<file path="config.mk">
export PLATFORM = sky130hd
export DESIGN_NAME = pkt_rr_arbiter
export DESIGN_NICKNAME = d
export VERILOG_FILES = /design/src/rtl/pkt_arb_pkg.sv /design/src/rtl/rr_pick.sv /design/src/rtl/pkt_rr_arbiter.sv
export SDC_FILE = /design/constraint.sdc
export NUM_CORES = 1
export LEC_CHECK = 0
export CORE_MARGIN = 1
export CORE_UTILIZATION = 48
export CTS_CLUSTER_DIAMETER = 50
export CTS_CLUSTER_SIZE = 8
export DETAILED_ROUTE_END_ITERATION = 12
export PLACE_DENSITY = 0.89
export REMOVE_ABC_BUFFERS = 1
export SKIP_CTS_REPAIR_TIMING = 1
export SYNTH_ARGS = -nofsm -noshare
export SYNTH_HDL_FRONTEND = slang
export SYNTH_SLANG_ARGS = --single-unit
</file>
<file path="constraint.sdc">
create_clock -name clk -period 2.3 [get_ports clk]
set_input_delay 0.23 -clock clk [delete_from_list [all_inputs] [get_ports clk]]
set_output_delay 0.23 -clock clk [all_outputs]
set_load 0.02 [all_outputs]
</file>
<file path="src/rtl/pkt_arb_pkg.sv">
// Shared types and constants for the packet round-robin arbiter.
package pkt_arb_pkg;

    typedef enum logic [1:0] {
        StIdle,
        StBusy,
        StError
    } state_e;

    localparam logic [1:0] ERR_NONE = 2'b00;
    localparam logic [1:0] ERR_SOP  = 2'b01;
    localparam logic [1:0] ERR_TMO  = 2'b10;

endpackage

</file>
<file path="src/rtl/rr_pick.sv">
// Combinational round-robin picker: first set request at or after ptr, wrapping.
module rr_pick #(
    parameter int unsigned N      = 4,
    localparam int unsigned PORT_W = $clog2(N)
) (
    input  logic [N-1:0]      req,
    input  logic [PORT_W-1:0] ptr,
    output logic              any,
    output logic [PORT_W-1:0] idx
);

    logic [PORT_W-1:0] cand;

    // Scan ptr, ptr+1, ... (mod N); the first hit wins.
    always_comb begin
        any  = 1'b0;
        idx  = '0;
        cand = '0;
        for (int unsigned k = 0; k < N; k++) begin
            cand = PORT_W'((32'(ptr) + k) % N);
            if (!any && req[cand]) begin
                any = 1'b1;
                idx = cand;
            end
        end
    end

endmodule

</file>
<file path="src/rtl/pkt_rr_arbiter.sv">
// Packet-level round-robin arbiter: grants on sop, holds the grant until eop,
// and aborts the packet on an unexpected sop or a grant held too long.
module pkt_rr_arbiter
    import pkt_arb_pkg::*;
#(
    parameter int unsigned N_PORTS        = 4,
    parameter int unsigned MAX_PKT_CYCLES = 256,
    localparam int unsigned PORT_W        = $clog2(N_PORTS)
) (
    input  logic              clk,
    input  logic              reset_L,
    input  logic [N_PORTS-1:0] cfg_port_enable,
    input  logic [N_PORTS-1:0] in_val,
    input  logic [N_PORTS-1:0] in_sop,
    input  logic [N_PORTS-1:0] in_eop,
    output logic [N_PORTS-1:0] gnt,
    output logic              out_val,
    output logic              out_sop,
    output logic              out_eop,
    output logic [PORT_W-1:0] out_port,
    output logic              error,
    output logic [PORT_W-1:0] err_port,
    output logic [1:0]        err_code
);

    localparam int unsigned TMR_W = $clog2(MAX_PKT_CYCLES);
    localparam logic [TMR_W-1:0]  TMR_LAST  = TMR_W'(MAX_PKT_CYCLES - 1);
    localparam logic [PORT_W-1:0] LAST_PORT = PORT_W'(N_PORTS - 1);

    state_e            state_q, state_d;
    logic [PORT_W-1:0] owner_q, owner_d;
    logic [PORT_W-1:0] rr_ptr_q, rr_ptr_d;
    logic [TMR_W-1:0]  timer_q, timer_d;
    logic              first_q, first_d;
    logic [PORT_W-1:0] err_port_q, err_port_d;
    logic [1:0]        err_code_q, err_code_d;

    logic [N_PORTS-1:0] req;
    logic               pick_any;
    logic [PORT_W-1:0]  pick_idx;
    logic [PORT_W-1:0]  owner_inc;
    logic               busy;
    logic               xfer;
    logic               beat_sop;
    logic               beat_eop;

    assign req       = in_val & in_sop & cfg_port_enable;
    assign owner_inc = (owner_q == LAST_PORT) ? '0 : owner_q + 1'b1;
    assign busy      = (state_q == StBusy);
    assign xfer      = busy & in_val[owner_q];
    assign beat_sop  = in_sop[owner_q];
    assign beat_eop  = in_eop[owner_q];

    rr_pick #(
        .N(N_PORTS)
    ) u_pick (
        .req(req),
        .ptr(rr_ptr_q),
        .any(pick_any),
        .idx(pick_idx)
    );

    // Output mux: the owner's stream is forwarded only while busy.
    always_comb begin
        gnt = '0;
        if (busy) begin
            gnt[owner_q] = 1'b1;
        end
        out_val  = xfer;
        out_sop  = xfer & beat_sop;
        out_eop  = xfer & beat_eop;
        out_port = owner_q;
        error    = (state_q == StError);
        err_port = err_port_q;
        err_code = err_code_q;
    end

    // Next-state logic; err_port/err_code/rr_ptr are latched on entry to
    // StError so they are already valid during the error pulse.
    always_comb begin
        state_d    = state_q;
        owner_d    = owner_q;
        rr_ptr_d   = rr_ptr_q;
        timer_d    = timer_q;
        first_d    = first_q;
        err_port_d = err_port_q;
        err_code_d = err_code_q;
        case (state_q)
            StIdle: begin
                if (pick_any) begin
                    state_d = StBusy;
                    owner_d = pick_idx;
                    first_d = 1'b1;
                    timer_d = '0;
                end
            end
            StBusy: begin
                if (xfer) begin
                    first_d = 1'b0;
                end
                // sop inside a packet beats eop; eop beats timeout.
                if (xfer && beat_sop && !first_q) begin
                    state_d    = StError;
                    err_code_d = ERR_SOP;
                    err_port_d = owner_q;
                    rr_ptr_d   = owner_inc;
                end else if (xfer && beat_eop) begin
                    state_d  = StIdle;
                    rr_ptr_d = owner_inc;
                end else if (timer_q == TMR_LAST) begin
                    state_d    = StError;
                    err_code_d = ERR_TMO;
                    err_port_d = owner_q;
                    rr_ptr_d   = owner_inc;
                end else begin
                    timer_d = timer_q + 1'b1;
                end
            end
            StError: begin
                state_d = StIdle;
            end
            default: begin
                state_d = StIdle;
            end
        endcase
    end

    // State registers with asynchronous active-low reset.
    always_ff @(posedge clk or negedge reset_L) begin
        if (!reset_L) begin
            state_q    <= StIdle;
            owner_q    <= '0;
            rr_ptr_q   <= '0;
            timer_q    <= '0;
            first_q    <= 1'b0;
            err_port_q <= '0;
            err_code_q <= ERR_NONE;
        end else begin
            state_q    <= state_d;
            owner_q    <= owner_d;
            rr_ptr_q   <= rr_ptr_d;
            timer_q    <= timer_d;
            first_q    <= first_d;
            err_port_q <= err_port_d;
            err_code_q <= err_code_d;
        end
    end

endmodule

</file>
Yosys cells after proc, flatten, opt, wreduce, memory -nomap -nowiden
Cells that the tools add are included.
{"block": "word_totals", "output_inout_bits": 14, "in_bits": 18, "ff_bits": 19, "wordCells": 102}
{"block": "classes", "bitwise_logic": 5, "add_sub_neg": 5, "n_mux": 47, "n_eq_ne": 11, "order_cmp": 6, "reduce_logical": 21}
{"op": "2-bit 2-to-1 mux", "count": 17}
{"op": "8-bit 2-to-1 mux", "count": 4}
{"op": "8-bit one-hot mux with 2 select lines", "count": 1}
{"op": "2-bit by 3-bit < comparator with 1-bit output, second input constant", "count": 5}
{"op": "1-bit binary-select mux with 2-bit select", "count": 7}
{"op": "1-bit 2-to-1 mux", "count": 14}
{"op": "2-bit inequality test, second input constant", "count": 5}
{"op": "8-bit by 1-bit adder with 8-bit output, second input constant", "count": 1}
{"op": "4-bit bitwise AND", "count": 2}
{"op": "8-bit equality test, second input constant", "count": 1}
{"op": "1-bit logical AND", "count": 7}
{"op": "2-bit AND reduction", "count": 3}
{"op": "3-bit AND reduction", "count": 2}
{"op": "5-bit AND reduction", "count": 1}
{"op": "2-bit by 1-bit adder with 2-bit output, second input constant", "count": 2}
{"op": "2-bit adder, second input constant", "count": 2}
{"op": "2-bit equality test, second input constant", "count": 2}
{"op": "1-bit zero test", "count": 4}
{"op": "4-bit 2-to-1 mux", "count": 1}
{"op": "4-bit by 1-bit inequality test with 1-bit output, second input constant", "count": 1}
{"op": "2-bit one-hot mux with 2 select lines", "count": 1}
{"op": "2-bit nonzero test", "count": 2}
{"op": "1-bit bitwise AND", "count": 3}
{"op": "3-bit nonzero test", "count": 1}
{"op": "6 further kinds", "count": 6}

Logic depth before layout (Yosys ltp)
{"block": "depth", "depth_word": 16, "ltp_mapped": 9, "ltp_nobuf": 6}

Hierarchy
Synthesis repeated with hierarchy kept, for this count alone.
{"block": "hier_totals", "hier_cells": 143, "hier_area_um2": 1325.0}
{"mod": "pkt_rr_arbiter", "area_per_inst_um2": 1247.4, "cells_each": 128, "n_inst": 1}
{"mod": "rr_pick", "area_per_inst_um2": 77.6, "cells_each": 15, "n_inst": 1}

Worst setup path before layout
No wires, ideal clock.
{"block": "synth_path", "path_kind": "reg2reg", "from": "register owner_q[0] (netlist: out_port[0])", "to": "register rr_ptr_q[0]", "synth_period_minus_slack_ns": 2.291, "path_slack_ns": 0.009, "arrival_ns": 2.166, "required_time_ns": 2.175, "setup_time_ns": 0.125, "path_stages_with_launch": 9, "path_cell_list": "dfrtp_1 buf_6 mux4_2 nand2_2 inv_2 o21a_4 buf_2 o21ai_1 mux2_2"}
{"block": "synth_between", "elab_chain_cells": 7, "word_cells_on_any_way": 18, "cone_classes": "1 x add/sub; 1 x eq/ne; 10 x mux; 1 x bitwise; 5 x reduce/logical"}
{"element": "from (decl)", "line_no": "pkt_rr_arbiter.sv:31", "source": "logic [PORT_W-1:0] owner_q, owner_d;"}
{"element": "from (signal assigned)", "line_no": "pkt_rr_arbiter.sv:140", "source": "owner_q <= owner_d;"}
{"element": "1-bit binary-select mux with 2-bit select (*)", "line_no": "pkt_rr_arbiter.sv:50", "source": "assign xfer = busy & in_val[owner_q];"}
{"element": "1-bit 2-to-1 mux (implied by the code) (*)", "line_no": "pkt_rr_arbiter.sv:50"}
{"element": "1-bit bitwise AND (*)", "line_no": "pkt_rr_arbiter.sv:50"}
{"element": "named net out_val", "line_no": "pkt_rr_arbiter.sv:17", "source": "output logic out_val,"}
{"element": "1-bit logical AND (2 in series)", "line_no": "pkt_rr_arbiter.sv:102", "source": "if (xfer && beat_sop && !first_q) begin"}
{"element": "3-bit nonzero test (no line)"}
{"element": "2-bit AND reduction (no line)"}
{"element": "to (signal assigned)", "line_no": "pkt_rr_arbiter.sv:141", "source": "rr_ptr_q <= rr_ptr_d;"}
{"element": "to (decl)", "line_no": "pkt_rr_arbiter.sv:32", "source": "logic [PORT_W-1:0] rr_ptr_q, rr_ptr_d;"}
The timed path passes the listed nets; every way through them passes the cells marked *. The select of a mux whose other input is x is not followed.
A chain may end at the register's enable or synchronous reset.

Worst setup path after layout
{"block": "layout_path", "from": "register state_q[0]", "to": "output port gnt[3]"}
{"block": "layout_between", "elab_chain_cells": 2}
{"element": "from (decl)", "line_no": "pkt_rr_arbiter.sv:30", "source": "state_e state_q, state_d;"}
{"element": "from (signal assigned)", "line_no": "pkt_rr_arbiter.sv:131", "source": "state_q <= StIdle;"}
{"element": "from (signal assigned)", "line_no": "pkt_rr_arbiter.sv:139", "source": "state_q <= state_d;"}
{"element": "2-bit by 1-bit equality test with 1-bit output", "line_no": "pkt_rr_arbiter.sv:49", "source": "assign busy = (state_q == StBusy);"}
{"element": "4-bit 2-to-1 mux", "line_no": "pkt_rr_arbiter.sv:66", "source": "if (busy) begin"}
{"element": "to (decl)", "line_no": "pkt_rr_arbiter.sv:16", "source": "output logic [N_PORTS-1:0] gnt,"}
Every way passes these cells.

==> flow_summary.json <==
{
  "cp-start-kind": "flop",
  "rows": 18,
  "vias_per_cell": 5.90,
  "ys_ff_latch": 19,
  "post-route-period-util_pct": 95.7,
  "cp_slowest_cell": "clkdlybuf4s50_1",
  "yosys.area.top_type_share_pct": 38.1,
  "internal-power_mw": 0.996,
  "cts_made_buffers": 3,
  "timing.fmax_mhz": 454,
  "regArea_um2": 478,
  "crit_chain": "nor2b_2 -> buf_4 -> and2_1 -> clkdlybuf4s50_1",
  "antenna_found_initial": 0,
  "multi_input_area_um2": 713,
  "grt_pass1_wl_um": 5030,
  "switchingPower_mw": 0.729,
  "combPwrFrac_pct": 56.1,
  "ff2ff_path_depth": 6,
  "reg2reg_to": "timer_q[4]",
  "finalCriticalPeriod_ns": 2.20,
  "rsz0062_at_grt": "false",
  "cts.root.buffer_cell": "clkbuf_4",
  "first_iter_violations": 45,
  "relSlewSlack_pct": 65.1,
  "min_path_type": "in2async",
  "yosys_warnings": 0,
  "cts_buffer_depth": 2,
  "core_um2": 2480,
  "die_h_um": 53.0,
  "fill_cells": 198,
  "synth-simple-area-share_pct": 24.5,
  "power_frac_seq_pct": 33.8,
  "synth-edff-count": 0,
  "finalSetupViolCount": 0,
  "synthArstFlopShare_pct": 100,
  "peakVddDrop_v": 0.000896,
  "ys_types": 42,
  "synth_top_family_by_area": "simple AND/OR/NAND/NOR gates",
  "clock_latency_ns": 0.30,
  "drive_gt1_share_pct": 17.9,
  "synthAdderAreaFrac_pct": 5.01,
  "gp_congestion": 0.871,
  "ios": 32,
  "crit_family": "buffers and inverters",
  "detail-route-antenna-nets": 0,
  "synth_compound_area_share_pct": 16.8,
  "clk_pin_slew_worst_paths_ns": 0.11,
  "routed_wl_um": 3090,
  "synth_top_cell_by_area": "dfrtp_1",
  "synth_xor_area_share_pct": 0,
  "vias": 1197,
  "status": "complete, no violations",
  "fin_ws_ns": 0.0993,
  "synth_ff_type": "dfrtp_1",
  "drv_slew": 0,
  "hpwl_um": 2430,
  "grt_pass1_vias": 1190,
  "worstPathRequired_ns": 2.07,
  "pwr-share-clk_pct": 10.1,
  "h-tree-depth": 1,
  "leakage_nw": 0.768,
  "area_growth_pct": 35.0,
  "rrSetupSlack_ns": 0.19,
  "port-buffer-count": 31,
  "seq_area_frac_synth_pct": 38.1,
  "critical_path_arrival_ns": 1.97,
  "p_per_area_nw_per_um2": 1020,
  "synth_area_leaders": "dfrtp_1 38%, ha_1 5.0%, mux2_2 4.5%",
  "criticalPathCategory": "reg2out",
  "worstMarginPinSlew_ns": 0.519,
  "layout_common_cells": "28 x clkdlybuf4s50_1, 17 x dfrtp_1, 11 x nor2_1, 11 x buf_4, 9 x nand2_1",
  "syn_area_um2": 1250,
  "wl_per_cell_um": 15.2,
  "final_hold_viol_count": 0,
  "nets": 197,
  "finalPower_mw": 1.72,
  "die_w_um": 53.0,
  "final_common_cell": "clkdlybuf4s50_1",
  "initial_core_util_pct": 50.4,
  "die_area_um2": 2810,
  "grt_overflow": 0,
  "power_switching_share_pct": 42.3,
  "fin_skew_ns": 0.000640,
  "crit_buf_inv": 2,
  "grt_max_degree": 20,
  "drc_errors": 0,
  "cts_tree": "yes",
  "synth_cells": 133,
  "max-cap-violations": 0,
  "synthMuxAreaShare_pct": 10.5,
  "worstReg2RegStart": "out_port[0]",
  "endpoint_kind": "output port",
  "cts.sinks": 19,
  "cp_max_fo": 8,
  "cp_slowest_stage_delay_ns": 0.60,
  "diodes": 0,
  "dr.pass1.iters": 4,
  "grt_use_total_pct": 25.0,
  "synth.avg_cell_area_um2": 9.39,
  "pre_cts_ws_ns": -0.0265
}
## layout make-up
class                      count  area share [%]
tap                           30            2.23
timing repair buffer          42            23.8
multi-input combinational    100            42.3
sequential                    19            28.4
inverter                       8            1.78
clock buffer                   4            1.56
## sequential cells by signal (all words and copies together) (netlist names)
signal and flops:
timer_q 8, err_code 2, out_port 2, state_q 2
first_q 1, rr_ptr_q 2, err_port 2
## power by group through the flow
stage               Sequential [mW]  Clock (mW)  Combinational (mW)
floorplan                     0.597           0               0.537
finish                        0.582       0.175               0.967
global route                  0.599       0.188                1.05
global placement              0.577           0               0.932
CTS                           0.574       0.176               0.972
detailed placement            0.582           0               0.967
## Yosys cell counts, drive strengths merged (2+ instances only)
| cell type | n |
|---|---|
| buf | 3 |
| nand2 | 10 |
| nand2b | 2 |
| o21a | 3 |
| or3 | 2 |
| o31ai | 3 |
| nand4 | 2 |
| clkbuf | 3 |
| nor2 | 11 |
| or4 | 3 |
| nand3 | 6 |
| dfrtp | 19 |
| mux2i | 3 |
| a21oi | 7 |
| nor3 | 2 |
| o41ai | 2 |
| mux4 | 2 |
| and2 | 6 |
| inv | 8 |
| mux2 | 5 |
| ha | 5 |
| and3 | 6 |
| o21ai | 8 |
## how the worst max path moves through the flow
stage	from	to	slack (ns)	depth (start not counted)
floorplan	out_port[0]	timer_q[4]	-0.01	6
global placement	in_sop[0]	timer_q[5]	0.02	7
detailed placement	in_sop[0]	timer_q[5]	-0.03	7
CTS	out_port[0]	out_eop	-0.17	4
global route	state_q[0]	gnt[3]	0.02	4
finish	state_q[0]	gnt[3]	0.1	4
## routing by layer
layer / vias up / routed length [µm] / global-route usage (%)
li1: 566 / - / -
met1: 570 / 1240 / 29.2
met2: 54 / 1630 / 43.9
met3: 7 / 161 / 3.45
met4: 0 / 58 / 12.7
met5: - / 0 / 0
## worst reg2reg max path: stages (launching register included)
cell	delay, ns
dfrtp_2	0.46
mux4_2	0.55
nand2_2	0.12
inv_2	0.05
o21a_4	0.15
or4_4	0.49
o31ai_1	0.21
## kinds of logic (layout without fill, tap and decap cells)
kind of cell,Yosys count,after routing
AO/OA/AOI/OAI,31,31
adder cells (fa/ha/maj),5,5
buffers and inverters,14,54
flip-flops,19,19
multiplexers,10,10
AND/OR/NAND/NOR,54,54
## per-stage QoR
stage               hold slack [ns]  utilization (%)  TNS [ns]  instance area [µm²]  instances
floorplan                   -0.0656                -   -0.0107                 1220        127
global placement              0.482             66.5         0                 1650        199
detailed placement            0.493             66.5   -0.0544                 1650        199
CTS                           0.264             67.5    -0.324                 1670        203
global route                  0.273             68.0         0                 1690        203
finish                        0.253             68.0         0                 1690        203
(Power assumes the default switching activity.)
